==> src/rtl/regfile_write_arbiter_pkg.sv <==
// Shared definitions for the register-file write arbiter: default widths,
// the hardwired $zero address and the packed-port slice helper.
package regfile_write_arbiter_pkg;

  localparam int ADDR_W_DEF = 5;
  localparam int DATA_W_DEF = 32;
  localparam int ZERO_ADDR  = 0;

  // Low bit of lane idx in a port that packs equal-width lanes side by side.
  function automatic int slice_lo(input int idx, input int width);
    return idx * width;
  endfunction

endpackage

==> src/rtl/regfile_write_arbiter_wb_fifo.sv <==
// Per-core writeback buffer: synchronous FIFO with one push and one pop port,
// exposing occupancy, full/empty flags and the head entry.
module wb_fifo #(
  parameter int depth = 2,
  parameter int width = 37
) (
  input  logic                           clk,
  input  logic                           reset_n,
  input  logic                           push,
  input  logic                           pop,
  input  logic [width-1:0]               din,
  output logic [width-1:0]               head,
  output logic [$clog2(depth+1)-1:0]     count,
  output logic                           full,
  output logic                           empty
);

  localparam int PTR_W = $clog2(depth);
  localparam int CNT_W = $clog2(depth + 1);

  logic [width-1:0] r_mem [depth];
  logic [PTR_W-1:0] r_wr_ptr;
  logic [PTR_W-1:0] r_rd_ptr;
  logic [CNT_W-1:0] r_count;
  logic             w_do_push;
  logic             w_do_pop;

  assign full      = (r_count == CNT_W'(depth));
  assign empty     = (r_count == '0);
  assign w_do_push = push && !full;
  assign w_do_pop  = pop && !empty;
  assign head      = r_mem[r_rd_ptr];
  assign count     = r_count;

  // NOTE: sequential state is updated only with <= so every flop samples
  // pre-edge values regardless of process ordering.
  always_ff @(posedge clk) begin
    if (!reset_n) begin
      r_wr_ptr <= '0;
      r_rd_ptr <= '0;
      r_count  <= '0;
    end else begin
      if (w_do_push) r_wr_ptr <= r_wr_ptr + 1'b1;
      if (w_do_pop)  r_rd_ptr <= r_rd_ptr + 1'b1;
      case ({w_do_push, w_do_pop})
        2'b10:   r_count <= r_count + 1'b1;
        2'b01:   r_count <= r_count - 1'b1;
        default: r_count <= r_count;
      endcase
    end
  end

  // NOTE: storage is deliberately not reset; the pointers and count define
  // which entries are valid, so stale contents are never observed.
  always_ff @(posedge clk) begin
    if (w_do_push) r_mem[r_wr_ptr] <= din;
  end

endmodule

==> src/rtl/regfile_write_arbiter.sv <==
// Buffers per-core register writebacks and drains them round-robin onto the
// register file's single registered write port.
module regfile_write_arbiter
  import regfile_write_arbiter_pkg::*;
#(
  parameter int cores  = 4,
  parameter int addr_w = ADDR_W_DEF,
  parameter int data_w = DATA_W_DEF,
  parameter int depth  = 2
) (
  input  logic                     clk,
  input  logic                     reset_n,
  input  logic [cores-1:0]         core_wr_valid,
  output logic [cores-1:0]         core_wr_ready,
  input  logic [cores*addr_w-1:0]  core_wr_addr,
  input  logic [cores*data_w-1:0]  core_wr_data,
  output logic                     rf_we,
  output logic [addr_w-1:0]        rf_waddr,
  output logic [data_w-1:0]        rf_wdata,
  output logic                     idle
);

  localparam int ENT_W = addr_w + data_w;
  localparam int PTR_W = (cores > 1) ? $clog2(cores) : 1;
  localparam int CNT_W = $clog2(depth + 1);

  logic [cores-1:0] w_push;
  logic [cores-1:0] w_pop;
  logic [cores-1:0] w_full;
  logic [cores-1:0] w_empty;
  logic [ENT_W-1:0] w_head  [cores];
  logic [CNT_W-1:0] w_count [cores];

  logic             w_grant_vld;
  logic [PTR_W-1:0] w_grant_idx;
  logic [ENT_W-1:0] w_grant_head;
  logic             w_pending;

  logic [PTR_W-1:0]  r_ptr;
  logic              r_we;
  logic [addr_w-1:0] r_waddr;
  logic [data_w-1:0] r_wdata;

  function automatic logic [PTR_W-1:0] rr_index(input logic [PTR_W-1:0] base, input int off);
    return PTR_W'((int'(base) + off) % cores);
  endfunction

  for (genvar gi = 0; gi < cores; gi++) begin : g_core
    logic [addr_w-1:0] w_addr;
    logic [data_w-1:0] w_data;

    assign w_addr = core_wr_addr[slice_lo(gi, addr_w) +: addr_w];
    assign w_data = core_wr_data[slice_lo(gi, data_w) +: data_w];

    // Ready comes from state only; writes to $zero are accepted but dropped.
    assign core_wr_ready[gi] = !w_full[gi];
    assign w_push[gi] = core_wr_valid[gi] && !w_full[gi] && (w_addr != addr_w'(ZERO_ADDR));

    wb_fifo #(
      .depth (depth),
      .width (ENT_W)
    ) u_fifo (
      .clk     (clk),
      .reset_n (reset_n),
      .push    (w_push[gi]),
      .pop     (w_pop[gi]),
      .din     ({w_addr, w_data}),
      .head    (w_head[gi]),
      .count   (w_count[gi]),
      .full    (w_full[gi]),
      .empty   (w_empty[gi])
    );
  end

  // Scan from the farthest offset back to the pointer so the closest
  // non-empty buffer (in wrap-around order) is the last assignment and wins.
  // NOTE: every always_comb output gets a default first so no path leaves it
  // unassigned, which would otherwise infer a latch.
  always_comb begin
    w_grant_vld = 1'b0;
    w_grant_idx = '0;
    for (int off = cores - 1; off >= 0; off--) begin
      if (!w_empty[rr_index(r_ptr, off)]) begin
        w_grant_vld = 1'b1;
        w_grant_idx = rr_index(r_ptr, off);
      end
    end
    w_pop = '0;
    if (w_grant_vld) w_pop[w_grant_idx] = 1'b1;
  end

  assign w_grant_head = w_head[w_grant_idx];

  always_comb begin
    w_pending = 1'b0;
    for (int i = 0; i < cores; i++) begin
      if (w_count[i] != '0) w_pending = 1'b1;
    end
  end

  always_ff @(posedge clk) begin
    if (!reset_n) begin
      r_ptr   <= '0;
      r_we    <= 1'b0;
      r_waddr <= '0;
      r_wdata <= '0;
    end else begin
      r_we <= w_grant_vld;
      if (w_grant_vld) begin
        r_waddr <= w_grant_head[ENT_W-1 -: addr_w];
        r_wdata <= w_grant_head[data_w-1:0];
        r_ptr   <= rr_index(w_grant_idx, 1);
      end
    end
  end

  assign rf_we    = r_we;
  assign rf_waddr = r_waddr;
  assign rf_wdata = r_wdata;
  assign idle     = !w_pending && !r_we;

endmodule

==> config.mk <==
export PLATFORM = sky130hd
export DESIGN_NAME = regfile_write_arbiter
export DESIGN_NICKNAME = d
export VERILOG_FILES = /design/src/rtl/regfile_write_arbiter_pkg.sv /design/src/rtl/regfile_write_arbiter_wb_fifo.sv /design/src/rtl/regfile_write_arbiter.sv
export SDC_FILE = /design/constraint.sdc
export NUM_CORES = 1
export LEC_CHECK = 0
export CORE_ASPECT_RATIO = 0.75
export CORE_UTILIZATION = 49
export DETAILED_ROUTE_END_ITERATION = 16
export PLACE_DENSITY_LB_ADDON = 0.05
export SETUP_SLACK_MARGIN = 0.3
export SYNTH_ARGS = -nofsm -noshare
export SYNTH_HDL_FRONTEND = slang
export SYNTH_HIERARCHICAL = 1
export SYNTH_SLANG_ARGS = --single-unit
export TNS_END_PERCENT = 10
==> constraint.sdc <==
create_clock -name clk -period 2.65 [get_ports clk]
set_input_delay 0.3975 -clock clk [delete_from_list [all_inputs] [get_ports clk]]
set_output_delay 0.3975 -clock clk [all_outputs]
set_load 0.02 [all_outputs]
After elaboration in Yosys (flattened, before gate mapping)
Memories as Yosys holds them, arrays and structs flattened. A register that Yosys moved wholly into a read port is not among the register bits.
Index checks and enable logic that the tools add are counted.
- memories kept: 4
- bits in read-only memories: 0
- latch bits: 0
- bits in writable memories: 296
- word-level logic and storage cells: 150
- flip-flop bits (word level): 56
- output and inout port bits: 43
- input port bits: 154
- memory list (name ; depth ; bits a word ; read ports ; clocked after Yosys merged registers in ; wr ports ; RTL line ; text):
    g_core[0].u_fifo.r_mem ; 2 ; 37 ; 1 ; 1 ; 1 ; regfile_write_arbiter_wb_fifo.sv:21 ; logic [width-1:0] r_mem [depth];
    g_core[1].u_fifo.r_mem ; 2 ; 37 ; 1 ; 1 ; 1 ; regfile_write_arbiter_wb_fifo.sv:21 ;
    g_core[2].u_fifo.r_mem ; 2 ; 37 ; 1 ; 1 ; 1 ; regfile_write_arbiter_wb_fifo.sv:21 ;
    g_core[3].u_fifo.r_mem ; 2 ; 37 ; 1 ; 1 ; 1 ; regfile_write_arbiter_wb_fifo.sv:21 ;
- mux-type cells: 46
- bitwise gates (word level): 1
- reduce and logical (&&, ||, !) cells: 44
- multiply operators: 0
- $add $sub $neg: 20
- $lt $le $gt $ge: 7
- shift operators: 0
- eq/ne operators: 12
- divide/modulo/power cells: 0
- operators with widths (kind ; number):
    $bmux 37 s2 ; 1
    $mux 37 ; 2
    $mux 1 ; 29
    $reduce_bool 5->1 ; 4
    $logic_and 1x1->1 ; 18
    $eq 2x2->1 const B ; 8
    $pmux 2 s2 ; 4
    $reduce_bool 2->1 ; 8
    $lt 2x3->1 const B ; 5
    $add 2x1->2 const B ; 6
    $logic_not 1->1 ; 10
    $add 1x1->1 const B ; 8
    $bmux 1 s2 ; 4
    $eq 2x1->1 const B ; 4
    $logic_not 2->1 ; 4
    $mux 2 ; 4
    $sub 2x1->2 const B ; 4
    $add 2x2->2 const B ; 2
    $mux 4 ; 1
    $ge 3x3->1 const B ; 1
    $not 2->3 ; 1
    $demux 1 s2 ; 1
    $ge 2x1->1 const B ; 1

Logic depth before layout (Yosys ltp)
Gate-level depths: netlist of run 1.
- word-level depth: 15
- gate-level depth with buffers: 13
- gate-level depth less buffers: 10

Hierarchy
Netlist of run 1, hierarchy kept.
- modules (own cells, without submodules) (module ; cells an instance ; sequential area each (um^2) ; instances ; area each (um^2)):
    wb_fifo ; 141 ; 2322.2 ; 4 ; 2895.3
    regfile_write_arbiter ; 382 ; 800.8 ; 1 ; 2798.9

Least setup slack after synthesis of run 1
No wires, ideal clock.
- path kind: register to register
- start: register g_core[0].u_fifo.r_count[1]
- end: register g_core[2].u_fifo.r_count[1]
- required time: 2.580 ns
- path buffers: 2
- slack: 0.049 ns
- setup time: 0.070 ns
- stages on the path, launching flop included: 12
- period minus slack after synthesis: 2.601 ns
- data arrival time: 2.531 ns
- cell sequence: dfxtp_1 nor2_1 o21ai_0 a21o_1 a22oi_1 buf_2 buf_2 and2_1 o21a_1 ha_1 or3_1 a21boi_1
- longest elaborated chain between the ends: 15
- elaborated cells on any way between the ends: 28
- classes of those cells: order compare (2); eq/ne (2); mux (20); reduce/logical (4)
- ends and longest elaborated chain (what ; RTL line ; text):
    from (decl) ; regfile_write_arbiter_wb_fifo.sv:24 ; logic [CNT_W-1:0] r_count;
    from (signal assigned) ; regfile_write_arbiter_wb_fifo.sv:46 ; 2'b10: r_count <= r_count + 1'b1;
    from (signal assigned) ; regfile_write_arbiter_wb_fifo.sv:47 ; 2'b01: r_count <= r_count - 1'b1;
    from (signal assigned) ; regfile_write_arbiter_wb_fifo.sv:48 ; default: r_count <= r_count;
    $logic_not 2->1 * ; regfile_write_arbiter_wb_fifo.sv:29 ; assign empty = (r_count == '0);
    via w_empty[0] ; regfile_write_arbiter.sv:30 ; logic [cores-1:0] w_empty;
    $bmux 1 s2 ; regfile_write_arbiter.sv:83 ; if (!w_empty[rr_index(r_ptr, off)]) begin
    $mux 1 (implied by the code) ; regfile_write_arbiter.sv:83 ;
    $mux 2 (4 in a row) ; regfile_write_arbiter.sv:83 ;
    $lt 2x3->1 (implied by the code) or $ge 2x1->1 (tied branches) ; regfile_write_arbiter.sv:89 ; if (w_grant_vld) w_pop[w_grant_idx] = 1'b1;
    $logic_and 1x1->1 (implied by the code) ; regfile_write_arbiter.sv:89 ;
    $mux 1 (implied by the code) ; regfile_write_arbiter.sv:89 ;
    $demux 1 s2 ; regfile_write_arbiter.sv:89 ;
    $mux 4 * ; regfile_write_arbiter.sv:89 ;
    via w_pop[2] ; regfile_write_arbiter.sv:28 ; logic [cores-1:0] w_pop;
    $logic_and 1x1->1 * ; regfile_write_arbiter_wb_fifo.sv:31 ; assign w_do_pop = pop && !empty;
    via g_core[2].u_fifo.w_do_pop ; regfile_write_arbiter_wb_fifo.sv:26 ; logic w_do_pop;
    $eq 2x1->1 or $eq 2x2->1 (tied branches) ; regfile_write_arbiter_wb_fifo.sv:45 ; case ({w_do_push, w_do_pop})
    $pmux 2 s2 or $reduce_bool 2->1 (tied branches) ; -- ;
    to (signal assigned) ; regfile_write_arbiter_wb_fifo.sv:46 ;
    to (signal assigned) ; regfile_write_arbiter_wb_fifo.sv:47 ;
    to (signal assigned) ; regfile_write_arbiter_wb_fifo.sv:48 ;
    to (decl) ; regfile_write_arbiter_wb_fifo.sv:24 ;
Mark *: on every way through the listed nets, which the timed path passes. The rest lies on a longest branch. The select of a mux whose other input is x is not followed.
A chain may end at the register's enable or synchronous reset.

Worst setup path in the final report of run 1
- start: register r_ptr[1]
- end: register g_core[2].u_fifo.r_count[1]
- longest elaborated chain between the ends: 15
- elaborated cells on any way between the ends: 30
- classes of those cells: add/sub (3); order compare (2); eq/ne (2); mux (20); reduce/logical (3)
- ends and longest elaborated chain (what ; RTL line ; text):
    from (decl) ; regfile_write_arbiter.sv:39 ; logic [PTR_W-1:0] r_ptr;
    from (signal assigned) ; regfile_write_arbiter.sv:112 ; r_ptr <= rr_index(w_grant_idx, 1);
    $add 2x2->2 ; regfile_write_arbiter.sv:45 ; return PTR_W'((int'(base) + off) % cores);
    $bmux 1 s2 ; regfile_write_arbiter.sv:83 ;
    $mux 1 (implied by the code) ; regfile_write_arbiter.sv:83 ;
    $mux 2 (4 in a row) ; regfile_write_arbiter.sv:83 ;
    $lt 2x3->1 (implied by the code) or $ge 2x1->1 (tied branches) ; regfile_write_arbiter.sv:89 ;
    $logic_and 1x1->1 (implied by the code) ; regfile_write_arbiter.sv:89 ;
    $mux 1 (implied by the code) ; regfile_write_arbiter.sv:89 ;
    $demux 1 s2 ; regfile_write_arbiter.sv:89 ;
    $mux 4 * ; regfile_write_arbiter.sv:89 ;
    via w_pop[2] ; regfile_write_arbiter.sv:28 ;
    $logic_and 1x1->1 * ; regfile_write_arbiter_wb_fifo.sv:31 ;
    via g_core[2].u_fifo.w_do_pop ; regfile_write_arbiter_wb_fifo.sv:26 ;
    $eq 2x1->1 or $eq 2x2->1 (tied branches) ; regfile_write_arbiter_wb_fifo.sv:45 ;
    $pmux 2 s2 or $reduce_bool 2->1 (tied branches) ; -- ;
Marks and branches as above.

==> summary.md, run 1 <==
| Metric | Value |
|---|---|
| Status | `finished, final reports clean` |
| Largest net degree at the start of global routing | `75` |
| Post-CTS setup buffer count | `0` |
| CP top delay family | `compound AO/OA/AOI/OAI gates` |
| RSZ-0062 raised after global routing | `true` |
| Syn nets | `1104` |
| #FFs+latches synth | `356` |
| Fin. max-slew vios | `0` |
| Fraction of layout cells with a size suffix above 1 | `0.246` |
| Vias in the first global route | `8421` |
| Pre-antenna DRT Iters | `5` |
| Yosys top cell by area | `edfxtp_1` |
| Clk sinks | `356` |
| Antenna viol nets, final | `0` |
| Worst-path fanout max | `8` |
| WL/cell | `21.5 um` |
| Crit path largest cell delay | `0.48 ns` |
| Rows | `53` |
| Required @ worst endpoint | `3.09 ns` |
| H-tree depth | `2` |
| Design area | `18200 um^2` |
| Grt ovf | `0` |
| Cts-stage hold buffer count | `0` |
| Synthesis warning total | `6` |
| Mapped Cells | `946` |
| CP arrival | `2.80 ns` |
| GRT Util Overall | `0.229` |
| Slew @ Worst Pin | `0.672 ns` |
| Vias per cell | `5.40` |
| Post-synth cell types | `41` |
| Chip Width | `200 um` |
| Worst min-delay path class | `input port to flop` |
| CTS tree | `built` |
| Wirelength, routed | `33800 um` |
| DR vias | `8487` |
| PortBufs | `196` |
| Sequential area share after synthesis | `0.702` |
| Area delta synth->final | `26.3%` |
| Fin crit period | `2.36 ns` |
| Synth Cell Area | `14400 um^2` |
| Hold Slack | `0.396 ns` |
| Worst-skew pair later-pin latency | `0.52 ns` |
| Period utilisation layout | `0.891` |
| Final core occ | `0.638` |
| CP Capture Type | `flop` |
| Synth top area cells | `edfxtp_1 (62%), mux2_2 (12%), dfxtp_1 (8.4%), nand2_1 (4.1%), a311oi_2 (3.1%)` |
| Final net count | `1315` |
| Setup TNS | `0 ns` |
| TritonCTS Buffers | `37` |
| Root Buffer | `clkbuf_16` |
| Global-route wire length before repair | `50100 um` |
| Share of Yosys cell area claimed by the top area cell type | `0.618` |
| Relative slew slack | `0.552` |
| Core area | `28400 um^2` |
| Longest Clk Path Bufs | `3` |
| Die Ht | `150 um` |
| Syn avg cell area | `15.2 um^2` |
| RD Place Congestion | `0.793` |
| Crit-path slowest cell | `dfxtp_1` |
| Fmax achieved | `0.424 GHz` |
| Final Total Pwr | `22.8 mW` |
| Worst-path clk slew | `0.06 ns` |
| Residual DRC | `0` |
| WS Path Type | `flop to flop` |
| Die ar. | `30000 um^2` |
| PD cells | `1250 nW/um^2` |
| CP startpoint kind | `flop` |
| Fill count | `2127` |
| VDD IR max | `1.16 mV` |
| DRT iter0 DRCs | `593` |
| # setup viols final | `0` |
| P_leak | `6.31 nW` |
| Crit path cell chain | `mux2_4, o221ai_4, and2_1, o21a_1, ha_1, or3_1, a21boi_1` |
| Critical path buffer and inverter count | `0` |
| Io pins | `197` |
| Initial antenna violation count | `1` |
| Hold Violations, Final | `0` |
| Starting density of the core | `0.505` |
| Clock skew | `0.0142 ns` |
| Dpl hpwl | `22400 um` |
| Dpl cell area | `16900 um^2` |
| Max Cap Violations | `0` |
-- final cells by class --
type,count,area [um^2],share of cell area
antenna,1,2.50,0.000138
multi-input combinational,521,3980,0.219
timing repair buffer,223,2300,0.127
clock buffer,54,1100,0.0608
tap,385,482,0.0265
inverter,18,75.1,0.00413
sequential,356,10100,0.556
clock inverter,13,121,0.00668
-- layer usage --
metal  GRT usage  part of all wire  vias to the layer above
met5           0           0.00039                        -
met4      0.0492             0.012                        2
met3      0.0509             0.062                       38
met2       0.320              0.42                      215
met1       0.360              0.51                     4269
li1            -                 -                     3963
-- cell usage in the layout, fill, tap and decap left out, types with 5 or more instances in the layout --
master           netlist  routed
nor2b_1                8       8
clkbuf_16              0      40
clkbuf_8               0       5
mux2_2               148     148
and2_1                 8       8
edfxtp_1             296     296
a21boi_1               8       8
dfxtp_1               60      56
clkbuf_1              12       9
clkinv_2               0       6
nand2_1              157     157
o21ai_0               49      49
xnor2_1               12      12
buf_12                 0      12
a311oi_1               7       7
clkdlybuf4s50_1        0     194
or3_1                 12      12
and3_1                41      38
inv_1                 14      12
buf_4                  9      15
a311oi_2              30      30
-- through the flow --
stage                     cells  setup slack (ns)
after floorplan             946             0.129
after global placement     1503             0.194
after detailed placement   1503             0.163
after CTS                  1570             0.278
after global routing       1570             0.180
final                      1571             0.289
-- synth_stat cells --
cell type and n:
a211oi_1 1, a21boi_1 8, a21o_1 1, a21oi_1 2, a22o_1 1, a22oi_1 1, a2bb2oi_1 1, a311oi_1 7
a311oi_2 30, a31oi_1 1, and2_1 8, and3_1 41, buf_2 29, buf_4 9, buf_6 1, clkbuf_1 12
dfxtp_1 60, edfxtp_1 296, ha_1 4, inv_1 14, inv_2 4, mux2_2 148, mux2_4 1, nand2_1 157
nand2b_2 4, nand3b_1 1, nand4_1 1, nor2_1 6, nor2b_1 8, nor4_1 2, o211a_1 1, o21a_1 4
o21ai_0 49, o21ai_1 1, o21ba_2 1, o221a_2 1, o221ai_4 1, o311a_1 4, or2_2 1, or3_1 12
xnor2_1 12
-- final timing paths --
kind	start	slack (ns)	to	cells after the start
setup / recovery	r_ptr[1]$_SDFFE_PN0P_	0.29	g_core[2].u_fifo/count[1]$_SDFFE_PN0P_	7
hold / removal	reset_n	0.40	flop	2
setup reg to reg	r_ptr[1]$_SDFFE_PN0P_	0.29	g_core[2].u_fifo/count[1]$_SDFFE_PN0P_	7
hold reg to reg	g_core[0].u_fifo/r_wr_ptr$_SDFFE_PN0P_	0.49	g_core[0].u_fifo/r_wr_ptr$_SDFFE_PN0P_	2
-- power by group --
part	switching [mW]	internal (mW)	leakage, nW
combinational	5.77	3.77	2.45
sequential	0.514	7.55	3.26
clock	2.07	3.09	0.599
total	8.35	14.4	6.31
-- cells by family (layout without fill, tap and decap cells) --
logic type / count (synthesis) / count (layout) / share of synthesized area
DFF: 356 / 356 / 0.702
buffers and inverters: 69 / 308 / 0.0234
muxes: 149 / 149 / 0.117
adders and majority gates: 4 / 4 / 0.00348
and+or+nand+nor: 241 / 241 / 0.0773
AOI/OAI and AO/OA: 115 / 115 / 0.0700
other: 0 / 1 / 0
xor gates and xnor gates: 12 / 12 / 0.00731
-- timing repair --
action | 4_1_cts | 5_1_grt
setup endpoints to repair | 4 | 7
pin swaps | 0 | 0
gates resized for setup | 5 | 2
endpoints found under the hold margin | 0 | 0
-- state kept, by name, indices dropped and copies added (netlist names), named ones only --
register / cells
rf_we: 1
g_core.u_fifo/r_rd_ptr: 4
rf_wdata: 32
rf_waddr: 5
r_ptr: 2
g_core.u_fifo/r_mem: 296
g_core.u_fifo/count: 8
g_core.u_fifo/r_wr_ptr: 4
(Power assumes the default switching activity.)
==> run 2, diff against run 1 <==
--- a/config.mk
+++ b/config.mk
@@ -7,5 +7,5 @@
 export LEC_CHECK = 0
 export CORE_ASPECT_RATIO = 0.75
-export CORE_UTILIZATION = 49
+export CORE_UTILIZATION = 40
 export DETAILED_ROUTE_END_ITERATION = 16
 export PLACE_DENSITY_LB_ADDON = 0.05
==> constraint.sdc (replaced) <==
create_clock -name clk -period 2.65 [get_ports clk]
set_input_delay 0.6625 -clock clk [delete_from_list [all_inputs] [get_ports clk]]
set_output_delay 0.6625 -clock clk [all_outputs]
set_load 0.02 [all_outputs]
==> summary.md, run 2 (same netlist as run 1, synthesis figures left out) <==
| Metric | Value |
|---|---|
| Status | `finished, final reports clean` |
| Worst-skew pair later-pin latency | `0.53 ns` |
| # setup viols final | `0` |
| WS Path Type | `flop to output port` |
| Root Buffer | `clkbuf_16` |
| Starting density of the core | `0.410` |
| Net Sw Power | `8.54 mW` |
| Wirelength, routed | `36100 um` |
| Residual DRC | `0` |
| Chip Width | `221 um` |
| Fin crit period | `2.41 ns` |
| Crit path largest cell delay | `0.42 ns` |
| Final Total Pwr | `22.7 mW` |
| Sequential power share | `0.354` |
| Core area | `35100 um^2` |
| DR vias | `8568` |
| Worst min-delay path class | `flop to flop` |
| Clk sinks | `356` |
| Comb pwr share | `0.430` |
| Initial antenna violation count | `2` |
| Dpl hpwl | `24400 um` |
| Rows | `59` |
| Crit path cell chain | `buf_4, nand2b_2, inv_2, inv_1, dlygate4sd2_1` |
| Max reg flops | `296` |
| Hold Violations, Final | `0` |
| PD cells | `1240 nW/um^2` |
| Longest Clk Path Bufs | `3` |
| Largest net degree at the start of global routing | `75` |
| Final net count | `1338` |
| Top reg by flops | `g_core.u_fifo/r_mem` |
| Worst-path clk slew | `0.06 ns` |
| Net Sw Frac | `0.375` |
| Most frequent cells in the layout | `edfxtp_1 (296), clkdlybuf4s50_1 (190), nand2_1 (157), mux2_2 (148), dfxtp_1 (55)` |
| Required @ worst endpoint | `1.99 ns` |
| Io pins | `197` |
| RD Place Congestion | `0.783` |
| CP arrival | `1.75 ns` |
| Fmax achieved | `0.414 GHz` |
| Global-route wire length before repair | `53000 um` |
| Vias per cell | `5.14` |
| P_leak | `6.37 nW` |
| RSZ-0062 raised after global routing | `true` |
| Antenna viol nets, final | `0` |
| Fraction of layout cells with a size suffix above 1 | `0.261` |
| CTS tree | `built` |
| Final core occ | `0.525` |
| H-tree depth | `2` |
| Pint | `14.2 mW` |
| GRT Util Overall | `0.195` |
| Grt ovf | `0` |
| Die Ht | `166 um` |
| Vias in the first global route | `8343` |
| Area delta synth->final | `28.0%` |
| Period utilisation layout | `0.911` |
| Slew @ Worst Pin | `0.678 ns` |
| Max Cap Violations | `0` |
| Crit-path slowest cell | `dfxtp_1` |
| VDD IR max | `1.24 mV` |
| Cts-stage hold buffer count | `0` |
| WL/cell | `21.6 um` |
| CP startpoint kind | `flop` |
| Die ar. | `36700 um^2` |
| CP Capture Type | `output port` |
| Fin. max-slew vios | `0` |
| Worst-path fanout max | `4` |
| Clock power frac | `0.216` |
| TritonCTS Buffers | `37` |
| Pre-antenna DRT Iters | `5` |
| Clock skew | `0.0134 ns` |
| Commonest non-fill, non-tap cell in the layout | `edfxtp_1` |
| Relative slew slack | `0.548` |
| DRT iter0 DRCs | `591` |
| PortBufs | `196` |
-- run 2: cell types whose count changed in the layout (fill, tap and decap cells not counted), moves of 2 or more --
cell and change:
nor2_2 -3, inv_1 -2, clkbuf_8 -5, dlygate4sd2_1 +3, or3_1 -4, nor2_4 +2, or3_4 +4, clkinv_1 +9
buf_4 +23, clkdlybuf4s50_1 -4
-- run 2: area by class of cell --
cell class / count / area [um^2]
Antenna cell: 2 / 5.00
Clock buffer: 47 / 1010
Clock inverter: 21 / 124
Fill cell: 2990 / 16700
Inverter: 18 / 82.6
Multi-Input combinational cell: 521 / 4040
Sequential cell: 356 / 10100
Tap cell: 457 / 572
Timing Repair Buffer: 246 / 2480
-- run 2: power by group through the flow --
stage               clock network [mW]  logic, mW  registers (mW)
floorplan                            0       6.12            8.28
global placement                     0       9.79            8.16
detailed placement                   0       9.83            8.18
CTS                               5.02       9.86            8.08
global route                      5.20       10.5            8.19
finish                            4.90       9.78            8.06
-- run 2: timing repair --
item	in CTS	in global routing
setup endpoints to repair	5	17
setup buffers	0	0
pin swaps	0	0
resized for setup	10	3
-- run 2: stage by stage --
step	std cells	setup TNS [ns]	worst slack, ns	hold slack, ns	cell area [um^2]
floorplan	946	0	0.248	0.461	14500
global placement	1598	-0.145	-0.0474	0.476	17300
detailed placement	1598	-0.205	-0.0874	0.483	17300
CTS	1666	0	0.157	0.493	18400
global route	1667	0	0.124	0.530	18400
finish	1668	0	0.235	0.493	18400
-- run 2: path summary, 6_finish.rpt --
path / start / cells after the start / slack, ns / endpoint
worst max register to register: g_core[2].u_fifo/count[1]$_SDFFE_PN0P_ / 9 / 0.33 / g_core[0].u_fifo/count[1]$_SDFFE_PN0P_
worst max-delay path: g_core[3].u_fifo/count[0]$_SDFFE_PN0P_ / 5 / 0.24 / core_wr_ready[3]
worst min-delay path: g_core[1].u_fifo/r_wr_ptr$_SDFFE_PN0P_ / 2 / 0.49 / g_core[1].u_fifo/r_wr_ptr$_SDFFE_PN0P_
worst min register to register: g_core[1].u_fifo/r_wr_ptr$_SDFFE_PN0P_ / 2 / 0.49 / g_core[1].u_fifo/r_wr_ptr$_SDFFE_PN0P_
-- run 2: critical path, delay by kind of cell (launching register included) --
family | cells | cell delay, ns
AND/OR/NAND/NOR | 1 | 0.15
flip-flops | 1 | 0.42
buffers and inverters | 4 | 0.66
-- run 2: routing by layer --
layer  vias to the layer above  GRT usage  routed length (um)
met3                        49     0.0311                1800
li1                       4017          -                   -
met2                       219      0.266               14700
met1                      4283      0.314               18800
met4                         0     0.0523                 720
met5                         -          0                   0
==> run 3, diff against run 2 <==
ABC_CLOCK_PERIOD_IN_PS = 2650   (was not set)
REMOVE_ABC_BUFFERS = 1   (was not set)
==> summary.md, run 3 (same netlist as run 1, synthesis figures left out) <==
| Metric | Value |
|---|---|
| Status | `finished, final reports clean` |
| Slew @ Worst Pin | `0.718 ns` |
| Core area | `35100 um^2` |
| Comb pwr share | `0.429` |
| Max Cap Violations | `0` |
| DR vias | `8640` |
| CP Capture Type | `output port` |
| Io pins | `197` |
| DR WL met3 | `2440 um` |
| CP arrival | `1.85 ns` |
| Final Total Pwr | `23.6 mW` |
| Final net count | `1345` |
| PD cells | `1270 nW/um^2` |
| Starting density of the core | `0.410` |
| Wirelength, routed | `37800 um` |
| Net Sw Power | `8.74 mW` |
| CTS tree | `built` |
| # setup viols final | `0` |
| Root Buffer | `clkbuf_16` |
| Met1 Wirelength | `19300 um` |
| Worst-path clk slew | `0.06 ns` |
| RD Place Congestion | `0.749` |
| Longest Clk Path Bufs | `3` |
| Residual DRC | `0` |
| DRT iter0 DRCs | `692` |
| Multi-input gate area | `4050 um^2` |
| Clk sinks | `356` |
| Hold Violations, Final | `0` |
| Hold path depth | `2` |
| RSZ-0062 raised after global routing | `true` |
| Clock power frac | `0.224` |
| Largest net degree at the start of global routing | `61` |
| Cts-stage hold buffer count | `0` |
| TritonCTS Buffers | `36` |
| Chip Width | `221 um` |
| Pint | `14.9 mW` |
| Fin crit period | `2.51 ns` |
| Setup TNS | `0 ns` |
| Fmax achieved | `0.398 GHz` |
| Die Ht | `166 um` |
| Dpl cell area | `17300 um^2` |
| Fill count | `2950` |
| Initial antenna violation count | `1` |
| Worst-skew pair later-pin latency | `0.53 ns` |
| Design area | `18600 um^2` |
| Period utilisation layout | `0.948` |
| WS Path Type | `flop to output port` |
| Pre-antenna DRT Iters | `5` |
| Vias in the first global route | `8567` |
| Area delta synth->final | `29.4%` |
| Die ar. | `36700 um^2` |
| Fin. max-slew vios | `0` |
| PortBufs | `196` |
| H-tree depth | `2` |
| Net Sw Frac | `0.370` |
| WL/cell | `22.6 um` |
| Most frequent cells in the layout | `edfxtp_1 (296), clkdlybuf4s50_1 (191), nand2_1 (157), mux2_2 (148), dfxtp_1 (52)` |
| VDD IR max | `1.09 mV` |
| Antenna viol nets, final | `0` |
| Register Area | `10100 um^2` |
| Worst-path fanout max | `2` |
| Max reg flops | `296` |
| Required @ worst endpoint | `1.99 ns` |
| Dpl hpwl | `25100 um` |
| Worst min-delay path class | `flop to flop` |
| Met2 wire length | `15400 um` |
| Sequential power share | `0.347` |
| P_leak | `6.51 nW` |
| Global-route wire length before repair | `55700 um` |
| Fraction of layout cells with a size suffix above 1 | `0.276` |
| Worst r2r path cells | `8` |
| Rows | `59` |
| CP startpoint kind | `flop` |
| Top reg by flops | `g_core.u_fifo/r_mem` |
| GRT Util Overall | `0.205` |
| Vias per cell | `5.17` |
| Clock skew | `0.0161 ns` |
| Uppermost routed layer | `met4` |
| Grt ovf | `0` |
| Relative slew slack | `0.522` |
| Commonest non-fill, non-tap cell in the layout | `edfxtp_1` |
run 3: cell types whose count changed in the layout (fill, tap and decap cells not counted), sizes merged:
| cell | delta |
|---|---|
| inv | +3 |
| clkdlybuf4s15 | +1 |
| dlymetal6s2s | -1 |
| diode | -1 |
| buf | +8 |
| dlygate4sd2 | -1 |
| clkdlybuf4s50 | +1 |
| clkinv | -10 |
| bufinv | +4 |
| clkinvlp | -4 |
| clkbuf | +3 |
run 3: what timing repair did:
| item | in CTS | in global routing |
|---|---|---|
| gates resized for setup | 10 | 19 |
| endpoints found under the setup margin | 37 | 49 |
| pin swaps | 0 | 6 |
| setup buffers | 0 | 3 |
run 3: final cells by class:
| class | count | area share |
|---|---|---|
| clock inverters | 14 | 0.0104 |
| clock buffers | 50 | 0.0556 |
| diodes | 1 | 0.000134 |
| multi-input cells | 521 | 0.217 |
| well taps | 457 | 0.0307 |
| inverters | 18 | 0.00363 |
| flip-flops and latches | 356 | 0.543 |
| repair buffers | 254 | 0.139 |
run 3: power groups by stage:
stage,sequential (mW),clock (mW),combinational (mW)
global placement,8.26,0,10.0
floorplan,8.48,0,4.96
global route,8.32,5.62,10.9
detailed placement,8.28,0,10.1
finish,8.19,5.28,10.1
CTS,8.18,5.41,10.1
run 3: stage by stage:
step / instances / util / hold WS [ns] / setup WS [ns]
detailed placement: 1603 / 0.493 / 0.481 / -0.0483
global placement: 1603 / 0.493 / 0.473 / -0.0222
global route: 1670 / 0.531 / 0.525 / 0.0109
CTS: 1667 / 0.529 / 0.490 / 0.0505
floorplan: 895 / - / 0.457 / -1.79
finish: 1671 / 0.531 / 0.486 / 0.137
run 3: worst max-delay path: stages (launching register included):
cell and delay, ns:
dfxtp_4 0.36, nor4_4 0.29, nand2_1 0.14, nor4_2 0.29
buf_4 0.15, buf_6 0.11
run 3: path summary, 6_finish.rpt:
check	slack (ns)	endpoint	startpoint
max	0.14	idle	rf_we$_SDFF_PN0_
min	0.49	g_core[2].u_fifo/r_wr_ptr$_SDFFE_PN0P_	g_core[2].u_fifo/r_wr_ptr$_SDFFE_PN0P_
max reg2reg	0.33	rf_wdata[27]$_SDFFE_PN0P_	g_core[3].u_fifo/count[1]$_SDFFE_PN0P_
min reg2reg	0.49	g_core[2].u_fifo/r_wr_ptr$_SDFFE_PN0P_	g_core[2].u_fifo/r_wr_ptr$_SDFFE_PN0P_
run 3: routing by layer:
layer	track usage	vias to the layer above
li1	-	4018
met1	0.332	4328
met2	0.283	251
met3	0.0341	43
met4	0.0468	0
met5	0	-
